[config.mk]
export PLATFORM = sky130hd
export DESIGN_NAME = sign_ext
export DESIGN_NICKNAME = d
export VERILOG_FILES = /design/src/rtl/sign_ext.sv
export SDC_FILE = /design/constraint.sdc
export NUM_CORES = 1
export LEC_CHECK = 0
export ABC_AREA = 1
export CORE_MARGIN = 5
export CORE_UTILIZATION = 36
export CTS_CLUSTER_SIZE = 10
export DETAILED_ROUTE_END_ITERATION = 8
export GPL_TIMING_DRIVEN = 1
export PLACE_DENSITY_LB_ADDON = 0.1
export SYNTH_ARGS = -nofsm -noshare
export SYNTH_HDL_FRONTEND = slang
export SYNTH_SLANG_ARGS = --single-unit
[constraint.sdc]
create_clock -name clk -period 2.1 [get_ports clk]
set_input_delay 0.21 -clock clk [delete_from_list [all_inputs] [get_ports clk]]
set_output_delay 0.21 -clock clk [all_outputs]
set_load 0.005 [all_outputs]
[src/rtl/sign_ext.sv]
// Immediate / load-data sign and zero extender with a registered copy of the result.
// Optional build macro SIGNEXT_ILLEGAL_OP_EN adds illegal_op and a sticky illegal_op_seen_q flag.
module sign_ext #(
   parameter int DATA_WIDTH = 32
) (
   input  logic                  clk,
   input  logic                  rst,
   input  logic [DATA_WIDTH-1:0] unextended_data,
   input  logic [2:0]            sx_op,
`ifdef SIGNEXT_ILLEGAL_OP_EN
   output logic                  illegal_op,
   output logic                  illegal_op_seen_q,
`endif
   output logic [DATA_WIDTH-1:0] sign_extended_data,
   output logic [DATA_WIDTH-1:0] sign_extended_data_q
);

   // Encodings mirror the isa_shared package.
   localparam logic [2:0] SX_1100  = 3'd0;
   localparam logic [2:0] SX_3100  = 3'd1;
   localparam logic [2:0] SX_1500  = 3'd2;
   localparam logic [2:0] SX_0700  = 3'd3;
   localparam logic [2:0] SX_2000  = 3'd4;
   localparam logic [2:0] SXU_0700 = 3'd5;
   localparam logic [2:0] SXU_1500 = 3'd6;

   logic [DATA_WIDTH-1:0] ext_d;
   logic [DATA_WIDTH-1:0] ext_q;

   // A size cast of a signed field replicates its top bit into the widened result.
   function automatic logic [DATA_WIDTH-1:0] extend(input logic [DATA_WIDTH-1:0] raw,
                                                    input logic [2:0]            op);
      logic signed [11:0] f12;
      logic signed [31:0] f32;
      logic signed [15:0] f16;
      logic signed [7:0]  f8;
      logic signed [20:0] f21;
      logic        [7:0]  u8;
      logic        [15:0] u16;
      f12 = raw[11:0];
      f32 = raw[31:0];
      f16 = raw[15:0];
      f8  = raw[7:0];
      f21 = raw[20:0];
      u8  = raw[7:0];
      u16 = raw[15:0];
      case (op)
         SX_1100:  extend = DATA_WIDTH'(f12);
         SX_3100:  extend = DATA_WIDTH'(f32);
         SX_1500:  extend = DATA_WIDTH'(f16);
         SX_0700:  extend = DATA_WIDTH'(f8);
         SX_2000:  extend = DATA_WIDTH'(f21);
         SXU_0700: extend = DATA_WIDTH'(u8);
         SXU_1500: extend = DATA_WIDTH'(u16);
         default:  extend = '0;
      endcase
   endfunction

   always_comb begin
      ext_d = extend(unextended_data, sx_op);
   end

   assign sign_extended_data   = ext_d;
   assign sign_extended_data_q = ext_q;

   // Registered stage: reloaded every edge, cleared asynchronously by rst.
   always_ff @(posedge clk or posedge rst) begin
      if (rst) begin
         ext_q <= '0;
      end else begin
         ext_q <= ext_d;
      end
   end

`ifdef SIGNEXT_ILLEGAL_OP_EN
   logic illegal_op_seen_d;

   always_comb begin
      illegal_op        = (sx_op == 3'd7);
      illegal_op_seen_d = illegal_op_seen_q | illegal_op;
   end

   always_ff @(posedge clk or posedge rst) begin
      if (rst) begin
         illegal_op_seen_q <= 1'b0;
      end else begin
         illegal_op_seen_q <= illegal_op_seen_d;
      end
   end
`endif

endmodule

==> flow_summary.yaml, run 1 <==
hold_path:
  worstHoldPathType: "primary input to asynchronous set/reset pin"
floorplanning:
  chipHeight_microns: 70.98
  start_util_pct: 36.85
  boundaryPins: 101
  core_sq_um: 3633
  rows: 22
  die_w_microns: 70.98
  die_area_sq_um: 5038
setup_path:
  cpMaxStageDelayCell: "clkdlybuf4s50_1"
  cp-end-kind: "output port"
  worst-path-buf-inv: 4
  cp-start-kind: "primary input"
  worstPathCellList: "clkdlybuf4s50_1 > nand4_2 > nand2_1 > inv_1 > buf_4 > nand2_1 > clkdlybuf4s50_1"
  critPathKind: "primary input to output port"
  max_stage_delay_ps: 510
  arrival_ps: 1760
  cpLargestDelayFamily: "buffers and inverters"
  required_ps: 1890
  crit_fanout: 6
finish:
  fill_cells: 298
  final_common_cell: "clkdlybuf4s50_1"
  drive_gt1_share_pct: 10.66
  areaGrowthSynthToFinish_pct: 95.33
  final_nets: 308
  largest_register_ffs: 32
  multi_input_area_sq_um: 400.4
  diodes: 0
  ff_latch_area_sq_um: 800.8
  final_cell_mix: "clkdlybuf4s50_1, nand2_1, dfrtp_1, inv_1, buf_4"
place:
  post-dp-hpwl_microns: 3069
  gp_congestion: 0.7891
  port_buffers: 100
detailed_routing:
  drt_first_pass_iters: 4
  totalWireLength_microns: 3861
  antenna_left: 0
  drt-vias-per-instance: 4.294
  wl_per_cell_microns: 12.07
  vias: 1374
  drtIter0Drc: 52
  drc: 0
logic_synthesis:
  synth_top_area_share_pct: 59.81
  yosys_warnings: 0
  synthTopCellsByArea: "dfrtp_1, nand2_1, nand3_1, inv_1, buf_6"
  yosys.area.top_type: "dfrtp_1"
  synth_area_sq_um: 1339
  netlist_instances: 152
  avgSynthCellArea_sq_um: 8.808
  synth_nets: 189
  ys_ff_latch: 32
  ys_types: 11
  ys_seq_area_share_pct: 59.81
global_route:
  grt_pass1_wl_microns: 6541
  antenna_found_initial: 0
  grt_max_degree: 33
  grt_overflow: 0
  first_global_vias: 1423
  grt_usage_pct: 16.55
power_and_ir_drop:
  switching_share_pct: 21.98
  p_leak_nw: 1.388
  p_total_mw: 1.760
  power_frac_seq_pct: 38.7
  p_int_mw: 1.373
  p_comb_share_pct: 25.0
  irDropWorstVdd_uv: 387.3
  p_switching_mw: 0.3869
  power.density_nw_per_um2: 673.0
  power_frac_clock_pct: 36.3
clocking:
  cts_tree: "yes"
  cts_root_buf: "clkbuf_8"
  cts_buffers: 5
  cts_setup_buffers: 0
  h-tree-depth: 2
  clock-sinks: 32
  cts_buffer_depth: 2
  path_clk_slew_ps: 70
sta:
  rsz0062_at_grt: "no"
  post-route-period-util_pct: 93.66
  setup_violations: 0
  fmax_ghz: 0.5084
  fin_crit_ps: 1967
  worst_pin_slew_ps: 388.4
  finalHoldViolCount: 0
  slew-limit-headroom_pct: 74.10
  slew_violations: 0
  holdWs_ps: 311.0
outcome:
  outcome: "completed"
flow_run:
  maxCapViolations: 0
[worst paths after layout]
check / from / endpoint / slack [ps] / cells past startpoint
max in group asynchronous: rst / sign_extended_data_q[18] / 1500 / 3
min in group clk: unextended_data[2] / sign_extended_data_q[2] / 460 / 3
worst min-delay path: rst / sign_extended_data_q[29] / 310 / 3
worst max-delay path: unextended_data[7] / sign_extended_data[30] / 130 / 7
[Yosys cell counts]
library cell and count:
nand2_1 61, nor2_4 1, buf_6 5, nand4_2 1, dfrtp_1 32, nor2_2 1
clkbuf_8 1, nor2_1 15, inv_1 18, nand3_1 14, o21ai_0 3
[layout make-up]
cell class              instances  area share (%)
repair buffers                118           44.35
inverters                      18           2.584
clock inverters                 1           1.148
multi-input cells              96           15.31
flip-flops and latches         32           30.62
clock buffers                   7           3.684
well taps                      48           2.297
[per-stage QoR]
stage	area [sq um]	util (%)	cells	setup TNS (ps)	worst slack, ps
floorplan	1339	-	152	0	1065
global placement	2490	68.53	312	-155.4	-31.97
detailed placement	2490	68.53	312	-301.2	-29.29
CTS	2613	71.90	320	0	120.3
global route	2615	71.97	320	0	0.4003
finish	2615	71.97	320	0	133.2
[routing by layer]
layer / track usage (%) / vias to the layer above / wire, microns / share of wire, %
li1: - / 691 / - / -
met3: 7.102 / 5 / 412 / 11
met5: 0 / - / 0 / 0
met1: 19.04 / 616 / 1593 / 41
met4: 6.889 / 0 / 57 / 1.5
met2: 26.98 / 62 / 1798 / 47
[what timing repair did]
| action | CTS | global route |
|---|---|---|
| endpoints found under the setup margin | 19 | 1 |
| hold buffers | 0 | 0 |
| resized for setup | 3 | 1 |
[logic make-up after synthesis]
family | Yosys count | share of synthesized area (%)
AOI/OAI and AO/OA | 3 | 1.121
and+or+nand+nor | 93 | 28.79
buffers and inverters | 24 | 10.28
DFF | 32 | 59.81
[worst min-delay path, cell delays in order]
cell and delay, ps:
clkdlybuf4s50_1 390, inv_1 50, buf_4 350
[power by group through the flow]
stage               Sequential (mW)  Combinational (mW)  Clock (mW)
floorplan                     0.703               0.108           0
global placement              0.692               0.447           0
detailed placement            0.694               0.449           0
CTS                           0.683               0.449       0.652
global route                  0.688               0.481       0.686
finish                        0.682               0.439       0.639
Power figures use the tool's default switching activity.
==> run 2, diff against run 1 <==
--- a/config.mk
+++ b/config.mk
@@ -10,8 +10,10 @@
 export CORE_UTILIZATION = 36
 export CTS_CLUSTER_SIZE = 10
 export DETAILED_ROUTE_END_ITERATION = 8
-export GPL_TIMING_DRIVEN = 1
+export GPL_TIMING_DRIVEN = 0
 export PLACE_DENSITY_LB_ADDON = 0.1
+export RECOVER_POWER = 50
+export SLEW_MARGIN = 20
 export SYNTH_ARGS = -nofsm -noshare
 export SYNTH_HDL_FRONTEND = slang
 export SYNTH_SLANG_ARGS = --single-unit
==> run 2 against run 1 <==
Compared with the run above:
- first-iteration DRC count decreased by 9.6%
- sequential power about the same
- worst hold slack got worse by 33 ps
- fmax decreased by 1.6%
- utilization decreased by 3.6 points
- die area unchanged
- non-clock buffer count decreased by 12
- critical endpoint is now sign_extended_data[26]
- largest cell class unchanged
==> flow_summary.yaml, run 2 (same netlist as run 1, synthesis figures left out) <==
outcome:
  outcome: "completed"
setup_path:
  crit_fanout: 10
  cp-start-kind: "primary input"
  arrival_ps: 1790
  critPathKind: "primary input to output port"
  cp-end-kind: "output port"
  required_ps: 1890
sta:
  setup_violations: 0
  fmax_ghz: 0.5003
  finalHoldViolCount: 0
  slew-limit-headroom_pct: 21.77
  rsz0062_at_grt: "no"
  fin_crit_ps: 1999
  post-route-period-util_pct: 95.18
  slew_violations: 0
  worst_pin_slew_ps: 1172
finish:
  largest_register_ffs: 32
  drive_gt1_share_pct: 6.178
  ff_latch_area_sq_um: 800.8
  finish.utilization_pct: 68.35
  final_cell_mix: "clkdlybuf4s50_1, nand2_1, dfrtp_1, inv_1, nor2_1"
  fill_cells: 339
  final_nets: 296
  final_common_cell: "clkdlybuf4s50_1"
  areaGrowthSynthToFinish_pct: 85.51
  fin_cells: 307
  diodes: 0
  multi_input_area_sq_um: 409.1
power_and_ir_drop:
  irDropWorstVdd_uv: 466.4
  p_total_mw: 1.525
  p_leak_nw: 1.304
  power.density_nw_per_um2: 614.0
place:
  placed_cells: 299
  port_buffers: 99
  gp_congestion: 0.7403
  post-dp-hpwl_microns: 3148
floorplanning:
  die_w_microns: 70.98
  boundaryPins: 101
  die_area_sq_um: 5038
  core_sq_um: 3633
  rows: 22
  chipHeight_microns: 70.98
  start_util_pct: 36.85
detailed_routing:
  drc: 0
  drt-vias-per-instance: 4.410
  totalWireLength_microns: 3880
  wl_per_cell_microns: 12.64
  vias: 1354
  drtIter0Drc: 47
  drt_first_pass_iters: 4
  antenna_left: 0
hold_path:
  holdPathEnd: "sign_extended_data_q[8]"
  worstHoldPathType: "primary input to flip-flop"
  hold_depth: 3
  hold_start: "sx_op[0]"
global_route:
  first_global_vias: 1363
  grt_pass1_wl_microns: 6437
  grt_usage_pct: 16.35
  grt_max_degree: 33
  antenna_found_initial: 0
  grt_overflow: 0
clocking:
  cts_root_buf: "clkbuf_8"
  path_clk_slew_ps: 60
  h-tree-depth: 2
  cts_buffer_depth: 2
  cts_buffers: 5
  cts_tree: "yes"
  clock-sinks: 32
flow_run:
  maxCapViolations: 0
[run 2: changes by cell type in the layout (fill, tap and decap cells not counted), sizes merged]
cell           before  now
buf                18    6
bufinv              1    0
clkdlybuf4s50      96   95
clkinv              0    1
dlygate4sd2         3    2
dlygate4sd3         0    1
[run 2: worst max-delay path by stage]
stage                                   start                endpoint  slack (ps)
after global routing      unextended_data[15]  sign_extended_data[24]           2
after floorplan                      sx_op[0]  sign_extended_data[21]        1060
final                      unextended_data[7]  sign_extended_data[26]         100
after CTS                  unextended_data[7]  sign_extended_data[26]          60
after detailed placement             sx_op[2]  sign_extended_data[25]         -90
after global placement               sx_op[2]  sign_extended_data[26]         -60
[run 2: per-layer routing]
| layer | wire [microns] | global-route usage, % |
|---|---|---|
| met1 | 1578 | 18.61 |
| met2 | 1879 | 26.98 |
| met3 | 354 | 7.670 |
| met4 | 68 | 5.637 |
| met5 | 0 | 0 |
[run 2: area by class of cell]
cell class	count	share of cell area (%)
Buffer	6	2.821
Multi-Input combinational cell	96	16.47
Sequential cell	32	32.24
Tap cell	48	2.418
Inverter	18	2.720
Timing Repair Buffer	100	40.20
Clock buffer	6	2.922
Clock inverter	1	0.2015
[run 2: timing repair]
item,in CTS,in global routing
pin swaps,1,0
setup buffers,1,0
gates cloned,0,0
setup endpoints to repair,20,1
hold buffers,0,0
resized for setup,2,2
[run 2: power breakdown]
part           switching [mW]  internal [mW]  leakage (nW)
clock network           0.197          0.224        0.0410
registers              0.0128          0.670         0.400
logic                   0.154          0.267         0.862
[run 2: critical path: stages]
cell and delay, ps:
clkdlybuf4s50_1 520, nand4_4 140, nand2_1 100, inv_1 60, buf_6 140, nand2_1 80, clkdlybuf4s50_1 530
[run 2: through the flow]
| stage | area [sq um] | setup WS, ps | TNS (ps) | hold WS (ps) |
|---|---|---|---|---|
| floorplan | 1339 | 1065 | 0 | 326.2 |
| global placement | 2390 | -59.21 | -666.6 | 592.0 |
| detailed placement | 2390 | -89.05 | -1245 | 597.9 |
| CTS | 2472 | 64.89 | 0 | 302.2 |
| global route | 2484 | 1.621 | 0 | 272.9 |
| finish | 2484 | 101.3 | 0 | 278.2 |
==> patch 1: new RTL, settings of run 2 <==
Change the parameter `DATA_WIDTH` from 32 to 64.
--- a/src/rtl/sign_ext.sv
+++ b/src/rtl/sign_ext.sv
@@ -1,7 +1,7 @@
 // Immediate / load-data sign and zero extender with a registered copy of the result.
 // Optional build macro SIGNEXT_ILLEGAL_OP_EN adds illegal_op and a sticky illegal_op_seen_q flag.
 module sign_ext #(
-   parameter int DATA_WIDTH = 32
+   parameter int DATA_WIDTH = 64
 ) (
    input  logic                  clk,
    input  logic                  rst,
Interface: changed (resized sign_extended_data, sign_extended_data_q and unextended_data); port bits go from 101 to 197. The function was not compared with the original's and may differ.
==> patch 1 against run 2 <==
- maximum frequency is 2.0% lower
- power increased by 35%
- sequential power is 2% higher
- worst setup slack got worse by 0.041 ns
- wire length up 71%
- global-route usage increased by 3.7 points
- area after synthesis is 36% higher
- via count rose by 46%
- combinational power increased by 110%
- sequential cell count stayed put
- cell area increased by 52%
- critical path type unchanged
- critical endpoint is now sign_extended_data[31]
==> patch 1: results (changes against run 2) <==
Global routing
  • Vias in the first global route: 1909 (was 1363)
  • Overall track demand over capacity in global routing: 0.200 (was 0.164)
  • Antenna violations before repair: 0 (unchanged)
  • Wire length of the first global-routing pass: 9.97 mm (was 6.44 mm)
  • Largest net degree at the start of global routing: 34 (was 33)

Finish
  • Antenna Diode Count: 0 (unchanged)
  • Flip-flop count of the largest register after layout: 32 (unchanged)
  • Layout cell share with drive strength beyond 1: 0.251 (was 0.0618)
  • Number of nets in the layout: 470 (was 296)
  • Filler cell count: 354 (was 339)

Synthesis
  • Number of distinct library cells after synthesis: 12 (was 11)
  • Post-Synthesis Net Count: 285 (was 189)
  • Predominant post-synthesis flop cell: dfrtp_1 (unchanged)
  • Yosys Warn Count: 0 (unchanged)
  • Most area-consuming cells after synthesis: dfrtp_1 (44%), buf_4 (26%), nand2_1 (13%), nand3_1 (3.9%), inv_1 (3.7%) (was dfrtp_1 (60%), nand2_1 (17%), nand3_1 (5.2%), inv_1 (5.0%), buf_6 (4.2%))
  • Asr flop ratio synth: 1.00 (unchanged)
  • Seq/Total Area, Yosys: 0.440 (was 0.598)
  • Synth cell count leaders: buf_4 (64), nand2_1 (61), dfrtp_1 (32) (was nand2_1 (61), dfrtp_1 (32), inv_1 (18))

Min path
  • Hold Path Origin: unextended_data[11] (was sx_op[0])
  • Number of cells on the worst hold path: 3 (unchanged)
  • Worst min-delay path category: in -> reg (unchanged)
  • Hold endpoint: sign_extended_data_q[11] (was sign_extended_data_q[8])

Place
  • Final RePlAce weighted congestion: 0.786 (was 0.740)
  • Count of buffers inserted at the top-level ports: 163 (was 99)
  • Half-perimeter wire length after detailed placement: 4.94 mm (was 3.15 mm)

Timing
  • Worst hold slack after final layout: 0.192 ns (was 0.278 ns)
  • Tightest slew margin relative to the limit: 0.207 (was 0.218)

Drt
  • DRT Pass-1 Iters: 4 (unchanged)
  • Via-to-Cell Ratio: 4.21 (was 4.41)
  • First-iteration detailed-routing DRC count: 52 (was 47)
  • Routed WL: 6.64 mm (was 3.88 mm)

Clock network
  • H-Tree Depth: 2 (unchanged)
  • Total clock buffers created by CTS: 5 (unchanged)
  • Clock edge transition at the registers on the reported setup and hold paths: around 0.070 ns
  • Maximum number of buffers from clock root to sink: 2 (unchanged)
  • Clock root buffer: clkbuf_8 (unchanged)

Setup path
  • Critical Path Fanout Max: 10 (unchanged)
  • CP max-delay cell: clkdlybuf4s50_1 (unchanged)
  • Delay-heaviest family, CP: buffers and inverters (unchanged)
  • Worst path arrival time: 1.83 ns (was 1.79 ns)
  • Max stage delay on crit path: 0.50 ns (was 0.53 ns)

Power
  • Int Pwr: 0.00148 W (was 0.00116 W)
  • Max VDD drop: 0.332 mV (was 0.466 mV)
  • Leakage power figure: 2.11 nW (was 1.30 nW)

Run status
  • Result of the run: finished, final reports clean (unchanged)
-- patch 1: changes by cell type after synthesis --
| cell | before | now |
|---|---|---|
| buf_4 | 0 | 64 |
-- patch 1: power by group through the flow --
stage	Sequential, W	Clock (W)	Combinational, W
2_1_floorplan	0.000714	0	0.000313
3_3_place_gp	0.000706	0	0.000890
3_5_place_dp	0.000709	0	0.000903
4_1_cts	0.000697	0.000497	0.000895
5_1_grt	0.000702	0.000533	0.000945
6_report	0.000693	0.000488	0.000874
-- patch 1: cell type report --
type | instances | area (µm²) | share of cell area
Timing Repair Buffer | 176 | 1710 | 0.453
Sequential cell | 32 | 802 | 0.213
Buffer | 70 | 551 | 0.146
Multi-Input combinational cell | 98 | 467 | 0.124
Tap cell | 67 | 83.8 | 0.0222
Clock buffer | 5 | 68.8 | 0.0182
Inverter | 18 | 67.6 | 0.0179
Clock inverter | 3 | 23.8 | 0.00630
-- patch 1: cells by family after synthesis --
family	Yosys count	synth area share
AO/OA/AOI/OAI	3	0.00825
buffers and inverters	88	0.340
flip-flops	32	0.440
AND/OR/NAND/NOR	93	0.212
-- patch 1: worst max path at each step --
| stage | start | to | slack, ns | cells past startpoint |
|---|---|---|---|---|
| floorplan | sx_op[0] | sign_extended_data[32] | 0.34 | 8 |
| global placement | sx_op[2] | sign_extended_data[38] | -0.91 | 9 |
| detailed placement | sx_op[2] | sign_extended_data[36] | -0.98 | 9 |
| CTS | sx_op[1] | sign_extended_data[61] | 0.03 | 11 |
| global route | sx_op[2] | sign_extended_data[31] | -0.00005 | 9 |
| finish | sx_op[2] | sign_extended_data[31] | 0.06 | 9 |
-- patch 1: per-layer routing --
| layer | vias to the layer above | GRT usage | part of all wire |
|---|---|---|---|
| met5 | - | 0 | 0 |
| met4 | 0 | 0.0541 | 0.017 |
| met3 | 11 | 0.0776 | 0.11 |
| met2 | 110 | 0.374 | 0.53 |
| met1 | 900 | 0.207 | 0.35 |
| li1 | 955 | - | - |
-- patch 1: metrics by stage --
| step | cells | setup WS (ns) | util | cell area (µm²) | setup TNS, ns |
|---|---|---|---|---|---|
| after floorplan | 216 | 0.343 | - | 1820 | 0 |
| after global placement | 446 | -0.913 | 0.734 | 3530 | -30.60 |
| after global routing | 469 | -0.0000469 | 0.783 | 3770 | -0.0000469 |
| final | 469 | 0.0607 | 0.783 | 3770 | 0 |
| after detailed placement | 446 | -0.983 | 0.734 | 3530 | -33.27 |
| after CTS | 465 | 0.0300 | 0.777 | 3740 | 0 |
-- patch 1: tightest hold or removal path: cells and delay by family --
kind / cells / cell delay (ns)
buffers and inverters: 1 / 0.11
and+or+nand+nor: 2 / 0.13
-- patch 1: repair_timing --
action,4_1_cts,5_1_grt
cloned,2,0
pin swaps,6,2
setup buffers,9,4
resized for setup,57,4
endpoints found under the setup margin,84,17
==> patch 2: new RTL, flow settings as in run 2 <==
Made on the original files. Register the input `unextended_data` before use. The logic sees it one clock later. The other inputs are not delayed to match.
--- a/src/rtl/sign_ext.sv
+++ b/src/rtl/sign_ext.sv
@@ -23,6 +23,12 @@
    localparam logic [2:0] SX_2000  = 3'd4;
    localparam logic [2:0] SXU_0700 = 3'd5;
    localparam logic [2:0] SXU_1500 = 3'd6;
+
+   logic [DATA_WIDTH-1:0] unextended_data_q;
+
+   always_ff @(posedge clk) begin
+      unextended_data_q <= unextended_data;
+   end
 
    logic [DATA_WIDTH-1:0] ext_d;
    logic [DATA_WIDTH-1:0] ext_q;
@@ -57,7 +63,7 @@
    endfunction
 
    always_comb begin
-      ext_d = extend(unextended_data, sx_op);
+      ext_d = extend(unextended_data_q, sx_op);
    end
 
    assign sign_extended_data   = ext_d;
Behaviour: not the same (a bounded check fails within 4 cycles, from zero or initial values and one cycle with rst high).
==> patch 2 against run 2 <==
- die area rose by 41%
- clock power rose by 120%
- cell area rose by 31%
- power rose by 76%
- critical path depth fell by 1
- global-route usage fell by 2.5 points
- wire length rose by 19%
- worst setup slack improved by 0.021 ns
- area after synthesis rose by 48%
- sequential cell count rose by 32
==> patch 2: results (changes against run 2) <==
Run status
  • Result of the run: finished, final reports clean (unchanged)

Place
  • Half-perimeter wire length after detailed placement: 3.56 mm (was 3.15 mm)
  • Post-placement cell area: 3060 µm² (was 2390 µm²)
  • Number of cells after detailed placement: 355 (was 299)
  • Worst slack at placement: -0.0793 ns (was -0.0891 ns)
  • Final RePlAce weighted congestion: 0.702 (was 0.740)

Synthesis
  • Cells after synthesis: 184 (was 152)
  • Number of distinct library cells after synthesis: 12 (was 11)
  • Asr flop ratio synth: 0.500 (was 1.00)
  • Most area-consuming cells after synthesis: dfrtp_1 (40%), dfxtp_1 (32%), nand2_1 (12%), nand3_1 (3.5%), inv_1 (3.4%) (was dfrtp_1 (60%), nand2_1 (17%), nand3_1 (5.2%), inv_1 (5.0%), buf_6 (4.2%))
  • Seq/Total Area, Yosys: 0.728 (was 0.598)
  • Post-Synthesis Net Count: 221 (was 189)
  • Synth cell count leaders: nand2_1 (61), dfrtp_1 (32), dfxtp_1 (32) (was nand2_1 (61), dfrtp_1 (32), inv_1 (18))

Clock network
  • Clock sinks: 64 (was 32)
  • Total clock buffers created by CTS: 9 (was 5)
  • H-Tree Depth: 3 (was 2)
  • Clock edge transition at the registers on the reported setup and hold paths: ~0.07 ns

Power
  • Max VDD drop: 0.578 mV (was 0.466 mV)
  • Leakage power figure: 1.62 nW (was 1.30 nW)
  • Int Pwr: 0.00209 W (was 0.00116 W)

Finish
  • Antenna Diode Count: 0 (unchanged)
  • Filler cell count: 470 (was 339)
  • Layout cell share with drive strength beyond 1: 0.0733 (was 0.0618)
  • Number of nets in the layout: 332 (was 296)
  • Final cell count without fillers: 372 (was 307)

Setup path
  • Critical Path Fanout Max: 10 (unchanged)
  • Worst path arrival time: 1.77 ns (was 1.79 ns)

Timing
  • Tightest slew margin relative to the limit: 0.173 (was 0.218)

Drt
  • Total number of vias: 1484 (was 1354)
  • First-iteration detailed-routing DRC count: 29 (was 47)
  • Average wire length per cell after detail routing: 12.4 µm (was 12.6 µm)

Global routing
  • Wire length of the first global-routing pass: 7.49 mm (was 6.44 mm)
  • Overall track demand over capacity in global routing: 0.138 (was 0.164)
-- patch 2: changes by cell type in the layout (fill, tap and decap cells not counted) --
cell / run 2 / this run
dlymetal6s2s_1: 1 / 0
nand4_4: 1 / 0
dlygate4sd3_1: 1 / 33
clkdlybuf4s50_1: 95 / 64
clkinv_2: 1 / 0
nand4_2: 0 / 1
clkbuf_1: 1 / 4
clkbuf_8: 6 / 13
dfxtp_1: 0 / 32
-- patch 2: kinds of logic (layout without fill, tap and decap cells) --
| logic type | after synthesis | in the layout | synth area share |
|---|---|---|---|
| AO/OA/AOI/OAI | 3 | 3 | 0.00758 |
| AND/OR/NAND/NOR | 93 | 93 | 0.195 |
| buffers and inverters | 24 | 140 | 0.0695 |
| flip-flops | 64 | 64 | 0.728 |
-- patch 2: worst min-delay path: stages --
cell,delay (ns)
buf_6,0.12
nand4_2,0.13
nand2_1,0.08
-- patch 2: worst paths after layout --
check,startpoint,to,slack [ns],depth (start not counted)
setup / recovery,unextended_data_q[7],sign_extended_data[25],0.12,6
hold / removal,sx_op[0],sign_extended_data_q[8],0.26,3
setup reg to reg,unextended_data_q[15],sign_extended_data_q[20],1.06,6
hold reg to reg,unextended_data_q[2],sign_extended_data_q[2],0.43,2
max in group asynchronous,rst,sign_extended_data_q[5],0.70,2
min in group asynchronous,rst,sign_extended_data_q[24],0.66,2
-- patch 2: per-stage QoR --
stage	total power, W	TNS [ns]	hold WS (ns)
2_1_floorplan	0.00147	0	0.238
3_3_place_gp	0.00178	-0.810	0.411
3_5_place_dp	0.00178	-1.03	0.417
4_1_cts	0.00274	0	0.251
5_1_grt	0.00282	0	0.256
6_report	0.00268	0	0.257
-- patch 2: metal layers --
layer | wire [µm] | vias to the layer above | GRT usage
met3 | 442 | 7 | 0.0589
met4 | 75 | 0 | 0.0716
met1 | 1890 | 644 | 0.153
li1 | - | 774 | -
met2 | 2200 | 59 | 0.227
met5 | 0 | - | 0
-- patch 2: repair_timing --
action,4_1_cts,5_1_grt
buffers inserted,1,0
gates resized for setup,2,0
setup endpoints to repair,20,0
hold buffers,0,0
-- patch 2: power groups by stage --
stage,Combinational [W],Sequential [W],Clock (W)
2_1_floorplan,0.000108,0.00136,0
3_3_place_gp,0.000425,0.00135,0
3_5_place_dp,0.000427,0.00136,0
4_1_cts,0.000428,0.00133,0.000980
5_1_grt,0.000445,0.00134,0.00103
6_report,0.000407,0.00133,0.000945
-- patch 2: layout make-up --
cell class,instances,area (µm²),area share
plain buffers,6,70.1,0.0216
clock buffers,16,180,0.0555
inverters,18,67.6,0.0208
multi-input cells,96,400,0.123
flip-flops and latches,64,1440,0.444
well taps,72,90.1,0.0278
repair buffers,100,996,0.307
